===== config.mk =====
export PLATFORM = sky130hd
export DESIGN_NAME = pipelined_ctrl_unit
export DESIGN_NICKNAME = d
export VERILOG_FILES = /design/src/rtl/pipelined_ctrl_unit.sv
export SDC_FILE = /design/constraint.sdc
export NUM_CORES = 1
export LEC_CHECK = 0
export CAP_MARGIN = 20
export CORE_AREA = 2 2 59 61
export CTS_CLUSTER_SIZE = 30
export DETAILED_ROUTE_END_ITERATION = 7
export DIE_AREA = 0 0 61 63
export GPL_TIMING_DRIVEN = 1
export MAX_ROUTING_LAYER = met4
export PLACE_DENSITY = 0.85
export SLEW_MARGIN = 20
export SYNTH_ARGS = -nofsm -noshare
export SYNTH_HDL_FRONTEND = slang
export SYNTH_SLANG_ARGS = --single-unit

===== constraint.sdc =====
create_clock -name clk -period 2.95 [get_ports clk]
set_clock_uncertainty 0.15 [all_clocks]
set_input_delay 0.295 -clock clk [delete_from_list [all_inputs] [get_ports clk]]
set_output_delay 0.295 -clock clk [all_outputs]
set_load 0.02 [all_outputs]

===== src/rtl/pipelined_ctrl_unit.sv =====
// pipelined_ctrl_unit
//   Registered ID->EX control decode for the MIPS-subset pipeline. One 32-bit
//   instruction is decoded per cycle into the *_EX control fields, one cycle
//   of latency. A down-counter tracks how long HI/LO stay busy after a
//   mult/multu enters EX, and ID is stalled when it holds another HI/LO user.
//
//   Optional feature macro: CTRL_BRANCH_EN
//     defined   : beq/bne decode as SUB compares, pc_src_EX/flush_ID resolve
//                 the branch in EX and squash the instruction in ID.
//     undefined : zero_EX, pc_src_EX and flush_ID do not exist and
//                 beq/bne are reported as illegal.
module pipelined_ctrl_unit #(
  parameter int ALU_OP_W    = 4,
  parameter int SHAMT_W     = 5,
  parameter int MULT_CYCLES = 4
) (
  input  logic                clk,
  input  logic                rst,
  input  logic                id_valid,
  input  logic [31:0]         id_instr,
  output logic                id_ready,
  output logic                ex_valid,
  output logic [ALU_OP_W-1:0] alu_op_EX,
  output logic [SHAMT_W-1:0]  shamt_EX,
  output logic                enhilo_EX,
  output logic [1:0]          regsel_EX,
  output logic                regwrite_EX,
  output logic                rdrt_EX,
  output logic                memwrite_EX,
  output logic [1:0]          alu_src_EX,
  output logic                gpio_out_EX,
  output logic                gpio_in_EX,
  output logic                illegal_EX,
`ifdef CTRL_BRANCH_EN
  input  logic                zero_EX,
  output logic                pc_src_EX,
  output logic                flush_ID,
`endif
  output logic                hilo_busy
);

  localparam int CNT_W = $clog2(MULT_CYCLES + 1);

  typedef enum logic [3:0] {
    ALU_AND   = 4'd0,
    ALU_OR    = 4'd1,
    ALU_NOR   = 4'd2,
    ALU_XOR   = 4'd3,
    ALU_ADD   = 4'd4,
    ALU_SUB   = 4'd5,
    ALU_MULT  = 4'd6,
    ALU_MULTU = 4'd7,
    ALU_SLL   = 4'd8,
    ALU_SRL   = 4'd9,
    ALU_SRA   = 4'd10,
    ALU_SLT   = 4'd12,
    ALU_SLTU  = 4'd13
  } alu_op_e;

  // Everything that is carried into the EX slot.
  typedef struct packed {
    logic       valid;
    alu_op_e    alu_op;
    logic [4:0] shamt;
    logic       enhilo;
    logic [1:0] regsel;
    logic       regwrite;
    logic       rdrt;
    logic [1:0] alu_src;
    logic       gpio_out;
    logic       gpio_in;
    logic       illegal;
  } ex_ctrl_t;

  // Decode result: EX fields plus the hazard classification used in ID.
  typedef struct packed {
    ex_ctrl_t ctrl;
    logic     is_mult;
    logic     uses_hilo;
  } dec_t;

  logic [5:0]       opcode;
  logic [5:0]       funct;
  logic [4:0]       sh;
  dec_t             dec;
  ex_ctrl_t         ex_q;
  logic [CNT_W-1:0] hilo_cnt;
  logic             flush;
  logic             issue;

  assign opcode = id_instr[31:26];
  assign funct  = id_instr[5:0];
  assign sh     = id_instr[10:6];

  // Instruction decode of whatever currently sits in ID.
  always_comb begin
    // NOTE: every field gets a default before the case so no path leaves a value held (no latch).
    dec                = '0;
    dec.ctrl.valid     = 1'b1;
    if (id_instr == 32'h0) begin
      // Canonical NOP: a real instruction that controls nothing.
      dec.ctrl.valid   = 1'b1;
    end else if (opcode == 6'h00) begin
      case (funct)
        6'h20, 6'h21: begin dec.ctrl.alu_op = ALU_ADD;  dec.ctrl.regwrite = 1'b1; end
        6'h22, 6'h23: begin dec.ctrl.alu_op = ALU_SUB;  dec.ctrl.regwrite = 1'b1; end
        6'h24:        begin dec.ctrl.alu_op = ALU_AND;  dec.ctrl.regwrite = 1'b1; end
        6'h25:        begin dec.ctrl.alu_op = ALU_OR;   dec.ctrl.regwrite = 1'b1; end
        6'h26:        begin dec.ctrl.alu_op = ALU_XOR;  dec.ctrl.regwrite = 1'b1; end
        6'h27:        begin dec.ctrl.alu_op = ALU_NOR;  dec.ctrl.regwrite = 1'b1; end
        6'h2A:        begin dec.ctrl.alu_op = ALU_SLT;  dec.ctrl.regwrite = 1'b1; end
        6'h2B:        begin dec.ctrl.alu_op = ALU_SLTU; dec.ctrl.regwrite = 1'b1; end
        6'h00: begin
          dec.ctrl.alu_op   = ALU_SLL;
          dec.ctrl.shamt    = sh;
          dec.ctrl.regwrite = 1'b1;
        end
        6'h02: begin
          // srl by zero is repurposed as the GPIO output strobe.
          if (sh != 5'd0) begin
            dec.ctrl.alu_op   = ALU_SRL;
            dec.ctrl.shamt    = sh;
            dec.ctrl.regwrite = 1'b1;
          end else begin
            dec.ctrl.gpio_out = 1'b1;
          end
        end
        6'h03: begin
          // sra by zero is repurposed as a GPIO read into rd.
          if (sh != 5'd0) begin
            dec.ctrl.alu_op   = ALU_SRA;
            dec.ctrl.shamt    = sh;
            dec.ctrl.regwrite = 1'b1;
          end else begin
            dec.ctrl.gpio_in  = 1'b1;
            dec.ctrl.regsel   = 2'b11;
            dec.ctrl.regwrite = 1'b1;
          end
        end
        6'h18, 6'h19: begin
          dec.ctrl.alu_op = (funct[0]) ? ALU_MULTU : ALU_MULT;
          dec.ctrl.enhilo = 1'b1;
          dec.is_mult     = 1'b1;
          dec.uses_hilo   = 1'b1;
        end
        6'h10: begin dec.ctrl.regsel = 2'b01; dec.ctrl.regwrite = 1'b1; dec.uses_hilo = 1'b1; end
        6'h12: begin dec.ctrl.regsel = 2'b10; dec.ctrl.regwrite = 1'b1; dec.uses_hilo = 1'b1; end
        default: begin
          dec               = '0;
          dec.ctrl.illegal  = 1'b1;
        end
      endcase
    end else begin
      dec.ctrl.rdrt     = 1'b1;
      dec.ctrl.regwrite = 1'b1;
      case (opcode)
        6'h08, 6'h09: begin dec.ctrl.alu_op = ALU_ADD; dec.ctrl.alu_src = 2'b01; end
        6'h0A:        begin dec.ctrl.alu_op = ALU_SLT; dec.ctrl.alu_src = 2'b01; end
        6'h0C:        begin dec.ctrl.alu_op = ALU_AND; dec.ctrl.alu_src = 2'b10; end
        6'h0D:        begin dec.ctrl.alu_op = ALU_OR;  dec.ctrl.alu_src = 2'b10; end
        6'h0E:        begin dec.ctrl.alu_op = ALU_XOR; dec.ctrl.alu_src = 2'b10; end
        6'h0F: begin
          // lui is realised as imm << 16 through the shifter.
          dec.ctrl.alu_op  = ALU_SLL;
          dec.ctrl.shamt   = 5'd16;
          dec.ctrl.alu_src = 2'b10;
        end
`ifdef CTRL_BRANCH_EN
        6'h04, 6'h05: begin
          // Compare rs - rt; the ALU zero flag decides the branch in EX.
          dec.ctrl.alu_op   = ALU_SUB;
          dec.ctrl.rdrt     = 1'b0;
          dec.ctrl.regwrite = 1'b0;
        end
`endif
        default: begin
          dec               = '0;
          dec.ctrl.illegal  = 1'b1;
        end
      endcase
    end
  end

  // A HI/LO user in ID must wait while a multiply still owns HI/LO.
  assign hilo_busy = (hilo_cnt != '0);
  assign id_ready  = !(id_valid && hilo_busy && dec.uses_hilo);
  assign issue     = id_valid && id_ready && !flush;

  // EX slot register: decoded fields on issue, otherwise a bubble.
  always_ff @(posedge clk or negedge rst) begin
    // NOTE: non-blocking (<=) for all flops so each one samples pre-edge values.
    if (!rst) begin
      ex_q <= '0;
    end else begin
      ex_q <= issue ? dec.ctrl : '0;
    end
  end

  // HI/LO occupancy counter: reload on a multiply entering EX, then drain.
  always_ff @(posedge clk or negedge rst) begin
    if (!rst) begin
      hilo_cnt <= '0;
    end else if (issue && dec.is_mult) begin
      hilo_cnt <= CNT_W'(MULT_CYCLES);
    end else if (hilo_cnt != '0) begin
      hilo_cnt <= hilo_cnt - CNT_W'(1);
    end
  end

`ifdef CTRL_BRANCH_EN
  logic branch_EX;
  logic bne_EX;

  // Remember whether EX holds a beq/bne and which sense it tests.
  always_ff @(posedge clk or negedge rst) begin
    if (!rst) begin
      branch_EX <= 1'b0;
      bne_EX    <= 1'b0;
    end else begin
      branch_EX <= issue && (opcode[5:1] == 5'b00010);
      bne_EX    <= issue && (opcode == 6'h05);
    end
  end

  assign pc_src_EX = branch_EX && (zero_EX ^ bne_EX);
  assign flush_ID  = pc_src_EX;
  assign flush     = pc_src_EX;
`else
  assign flush     = 1'b0;
`endif

  assign ex_valid    = ex_q.valid;
  assign alu_op_EX   = ALU_OP_W'(ex_q.alu_op);
  assign shamt_EX    = SHAMT_W'(ex_q.shamt);
  assign enhilo_EX   = ex_q.enhilo;
  assign regsel_EX   = ex_q.regsel;
  assign regwrite_EX = ex_q.regwrite;
  assign rdrt_EX     = ex_q.rdrt;
  assign memwrite_EX = 1'b0;
  assign alu_src_EX  = ex_q.alu_src;
  assign gpio_out_EX = ex_q.gpio_out;
  assign gpio_in_EX  = ex_q.gpio_in;
  assign illegal_EX  = ex_q.illegal;

endmodule

== Word level (Yosys, flattened, before mapping) ==
Cells that the tools add are included.
Cells by class
  eq/ne operators: 23
  reductions and logical operators: 21
  mux-type cells: 28
  add/sub/neg operators: 1
Operators by type and width (number)
  equality test 6 bit, second input constant: 10
  case mux 4 bit (11 select lines): 1
  equality test 6 x 4 -> 1 bit, second input constant: 7
  zero test 32 bit: 1
  equality test 6 x 5 -> 1 bit, second input constant: 4
  2-to-1 mux 22 bit: 1
  2-to-1 mux 21 bit: 1
  2-to-1 mux 20 bit: 1
  case mux 4 bit (5 select lines): 1
  2-to-1 mux 9 bit: 2
  OR reduction 17 bit: 1
  case mux 5 bit (3 select lines): 1
  OR reduction 14 bit: 1
  equality test 6 x 2 -> 1 bit, second input constant: 2
  zero test 6 bit: 2
  2-to-1 mux 1 bit: 11
  2-to-1 mux 3 bit: 3
  OR reduction 2 bit: 4
  OR reduction 4 bit: 2
  OR reduction 7 bit: 1
  case mux 2 bit (3 select lines): 1
  2-to-1 mux 5 bit: 1
  nonzero test 5 bit: 1
  logical AND 1 bit: 4
  8 further kinds: 9
Storage, ports and cells
  register bits: 23
  input bits: 35
  word-level logic and storage cells: 85

== Longest topological paths before layout ==
  word-level depth: 10
  gate-level depth with buffers: 8

== Least setup slack after synthesis ==
Ideal clock, no wire load.
  path type: flip-flop to flip-flop
  from: register hilo_cnt[0]
  to: register ex_q, in the netlist regwrite_EX
  stages on the path, launching flop included: 9
  required time: 2.665 ns
  slack: 1.004 ns
  data arrival time: 1.661 ns
  path through: dfrtp_1 -> inv_1 -> ha_1 -> or2b_4 -> o211ai_2 -> o41ai_4 -> a31o_2 -> buf_6 -> a31oi_1
On the way
  longest elaborated chain between the ends: 6
RTL lines
  start, declared: line 87  | logic [CNT_W-1:0] hilo_cnt;
  start signal, assigned: line 204  | hilo_cnt <= CNT_W'(MULT_CYCLES);
  start signal, assigned: line 206  | hilo_cnt <= hilo_cnt - CNT_W'(1);
  nonzero test 3 bit: line 185  | assign hilo_busy = (hilo_cnt != '0);
  via hilo_busy: line 39  | output logic hilo_busy
  logical AND 1 bit (2 in a row): line 186  | assign id_ready = !(id_valid && hilo_busy && dec.uses_hilo);
  zero test 1 bit: line 186
  logical AND 1 bit: line 187  | assign issue = id_valid && id_ready && !flush;
  2-to-1 mux 20 bit: line 195  | ex_q <= issue ? dec.ctrl : '0;
  end signal, assigned: line 195
  end, declared: line 86  | ex_ctrl_t ex_q;
The timed path passes the listed nets, and every way through them passes these cells.
A chain may end at the register's enable or synchronous reset.

== Worst setup path in the final report ==
  from: register hilo_cnt[0]
  to: output port id_ready
On the way
  longest elaborated chain between the ends: 4
RTL lines
  nonzero test 3 bit: line 185
  logical AND 1 bit (2 in a row): line 186
  zero test 1 bit: line 186
  end, declared: line 21  | output logic id_ready,
Every way passes these cells.

==> results.yml <==
timing:
  final-setup-viol-count: 0
  tns_ps: 0
  hold_viol: 0
  final_max_slew_viol_count: 0
  period_needed_ps: 2718
  clock.fmax_mhz: 367.9
  rsz0062_at_grt: "no"
  fin_crit_sh_pct: 92.13
synthesis:
  netlist_top_cells_count: "23 x dfrtp_1, 20 x nor2_1, 13 x nand2_1, 8 x a21oi_1"
  synth_enable_flop_cells: 0
  ys.warnings.count: 0
  async_flop_share_pct: 100.0
  syn_area_um2: 1433
  synth_top_flop_cell: "dfrtp_1"
  synthesis.nets: 197
  syn_inst: 160
  synth.area.top_cells: "dfrtp_1 40%, nor2_1 5.2%, nand2_1 3.4%"
  yosys.cell_types.count: 45
  synth-seq-cells: 23
  synth-seq-area-share_pct: 40.17
  synth.most_common_cell: "dfrtp_1"
  netlist.top_cell.by_area: "dfrtp_1"
  yosysTopAreaCellShare_pct: 40.17
  syn_avg_cell_area_um2: 8.954
place:
  gp_congestion: 0.9367
  dpl-instance-area_um2: 2031
  port_buffers: 56
  place_hpwl_mm: 2.712
  dp.cells: 258
pwr:
  switching_share_pct: 29.66
  pwr-share-comb_pct: 33.7
  clockPowerShare_pct: 18.7
  p_int_w: 0.0005238
  switchingPower_w: 0.0002209
  p_seq_share_pct: 47.6
  p_leak_nw: 0.8365
  ir_drop_v: 0.0001494
  powerDensity_nw_per_um2: 362.0
global_route:
  grtUsageTotal_pct: 20.08
  overflow: 0
  grt_pass1_wl_mm: 5.816
  grt_pass1_vias: 1282
  antenna_found_initial: 0
  grt_max_degree: 24
hold_path:
  hp-class: "in -> async"
drt:
  dr_total_vias: 1344
  drtPass1Iterations: 4
  drc: 0
  antenna_left: 0
  wire_per_inst_um: 13.02
  vias_per_cell: 5.130
  wirelength_mm: 3.412
  drt_iter0_drc: 39
die:
  dieArea_um2: 3843
  top_level_ports: 58
  die_h_um: 63
  initial_utilization_pct: 44.33
  std_cell_rows: 21
  die_w_um: 61
  coreArea_um2: 3232
critical_path:
  critPathMaxFanout: 5
  path_buf_inv: 2
  arrival_ps: 2270
  crit_family: "simple AND/OR/NAND/NOR gates"
  required_ps: 2510
  path_class: "reg -> out"
  end_kind: "output port"
  max_stage_delay_ps: 540
  crit_slowest_cell: "clkdlybuf4s50_1"
  critical_path_depth: 6
  startpoint: "hilo_cnt[0]"
  reg2reg_depth: 7
  critPathLaunchType: "flop"
  r2r_start: "hilo_cnt[0]"
  cp_cell_sequence: "inv_1, ha_1, or2b_4, o211ai_2, or3_1, clkdlybuf4s50_1"
cts:
  cts_resized: 0
  clk_latency_ps: 300
  cts_sinks: 23
  path_clk_slew_ps: 120
  cts_made_buffers: 3
  post_cts_buffers: 0
  cts_root_buf: "clkbuf_4"
  clock_path_buffers: 2
  cts_tree: "built"
  cts_hold_buf: 0
  h-tree-depth: 1
finish:
  diodes: 0
  nNetsFinal: 254
  fin_cells: 262
  fillerInstances: 295
  final_util_pct: 63.65
  seq_area_um2: 575.6
  drive_gt1_share_pct: 11.11
  multi_input_area_um2: 754.5
  area_growth_pct: 43.58
  fin_area_um2: 2057
run_status:
  outcome: "complete, no violations"
job:
  cap_viol_max_count: 0
[layout by cell type, fill, tap and decap left out, types with 2 or more instances in the layout]
| cell type | count |
|---|---|
| clkbuf_4 | 3 |
| nand2_1 | 13 |
| nand2b_1 | 3 |
| nand3_1 | 7 |
| buf_4 | 8 |
| and2_1 | 6 |
| nand4_1 | 4 |
| a211o_1 | 2 |
| and2b_1 | 2 |
| dfrtp_1 | 23 |
| mux2i_1 | 2 |
| ha_1 | 2 |
| nor3_1 | 5 |
| a21oi_1 | 8 |
| nand4b_1 | 2 |
| inv_1 | 6 |
| xnor2_1 | 2 |
| nor4_1 | 6 |
| o21ai_0 | 7 |
| nor2_1 | 20 |
| a31o_2 | 3 |
| a31oi_1 | 3 |
| clkdlybuf4s50_1 | 56 |
| o22ai_1 | 2 |
[power by group through the flow]
| stage | clock (W) | combinational (W) | sequential, W |
|---|---|---|---|
| floorplan | 0 | 0.000149 | 0.000362 |
| global placement | 0 | 0.000245 | 0.000360 |
| detailed placement | 0 | 0.000251 | 0.000361 |
| CTS | 0.000141 | 0.000253 | 0.000355 |
| global route | 0.000155 | 0.000280 | 0.000358 |
| finish | 0.000139 | 0.000251 | 0.000355 |
[layer usage]
metal,wire length (µm),vias to the layer above,share of wire [%],GRT usage (%)
met2,1717,53,50,31.45
met4,65,0,1.9,7.337
li1,-,674,-,-
met1,1452,611,43,26.37
met5,0,-,0,-
met3,176,6,5.2,2.277
[path summary, 6_finish.rpt]
| path | to | slack, ps |
|---|---|---|
| max in group asynchronous | shamt_EX[3] | 2250 |
| worst max register to register | rdrt_EX | 850 |
| worst max-delay path | id_ready | 230 |
| worst min register to register | hilo_cnt[2] | 400 |
| min in group clk | hilo_cnt[2] | 400 |
| worst min-delay path | shamt_EX[1] | 180 |
[cells by family (layout without fill, tap and decap cells)]
logic type / after synthesis / after routing / synth area share, %
AO/OA/AOI/OAI: 29 / 29 / 14.41
multiplexers: 2 / 2 / 1.397
flip-flops: 23 / 23 / 40.17
XOR/XNOR: 3 / 3 / 1.834
other: 1 / 1 / 0.2618
adder cells (fa/ha/maj): 2 / 2 / 1.746
buffers and inverters: 18 / 74 / 7.161
AND/OR/NAND/NOR: 82 / 82 / 33.01
[worst reg2reg max path: stages, from the launching register on]
cell and delay [ps]:
dfrtp_1 380, inv_1 70, ha_1 210, or2b_4 240, o211ai_2 130, o41ai_4 460, a31o_2 280, nor2_1 70
[registers in the layout, summed over array words and instances, names as in the netlist]
register and count:
shamt_EX 5, alu_op_EX 4, hilo_cnt 3, alu_src_EX 2, regsel_EX 2, enhilo_EX 1
ex_valid 1, gpio_in_EX 1, gpio_out_EX 1, illegal_EX 1, rdrt_EX 1, regwrite_EX 1
[final cells by class]
type | count | share of cell area (%)
multi-input combinational | 119 | 36.68
timing repair buffer | 64 | 30.17
clock buffer | 4 | 1.277
sequential | 23 | 27.98
tap | 46 | 2.798
inverter | 6 | 1.095
[per-stage QoR]
| step | hold WS [ps] | power (W) | setup WS [ps] |
|---|---|---|---|
| 3_3_place_gp | 353.2 | 0.0006044 | 451.2 |
| 2_1_floorplan | -150.6 | 0.0005114 | 1004 |
| 3_5_place_dp | 366.5 | 0.0006119 | 426.4 |
| 4_1_cts | 184.4 | 0.0007489 | 222.4 |
| 5_1_grt | 190.1 | 0.0007935 | 134.6 |
| 6_report | 178.5 | 0.0007447 | 232.0 |
Note: power is estimated with default switching activity, not from simulation.
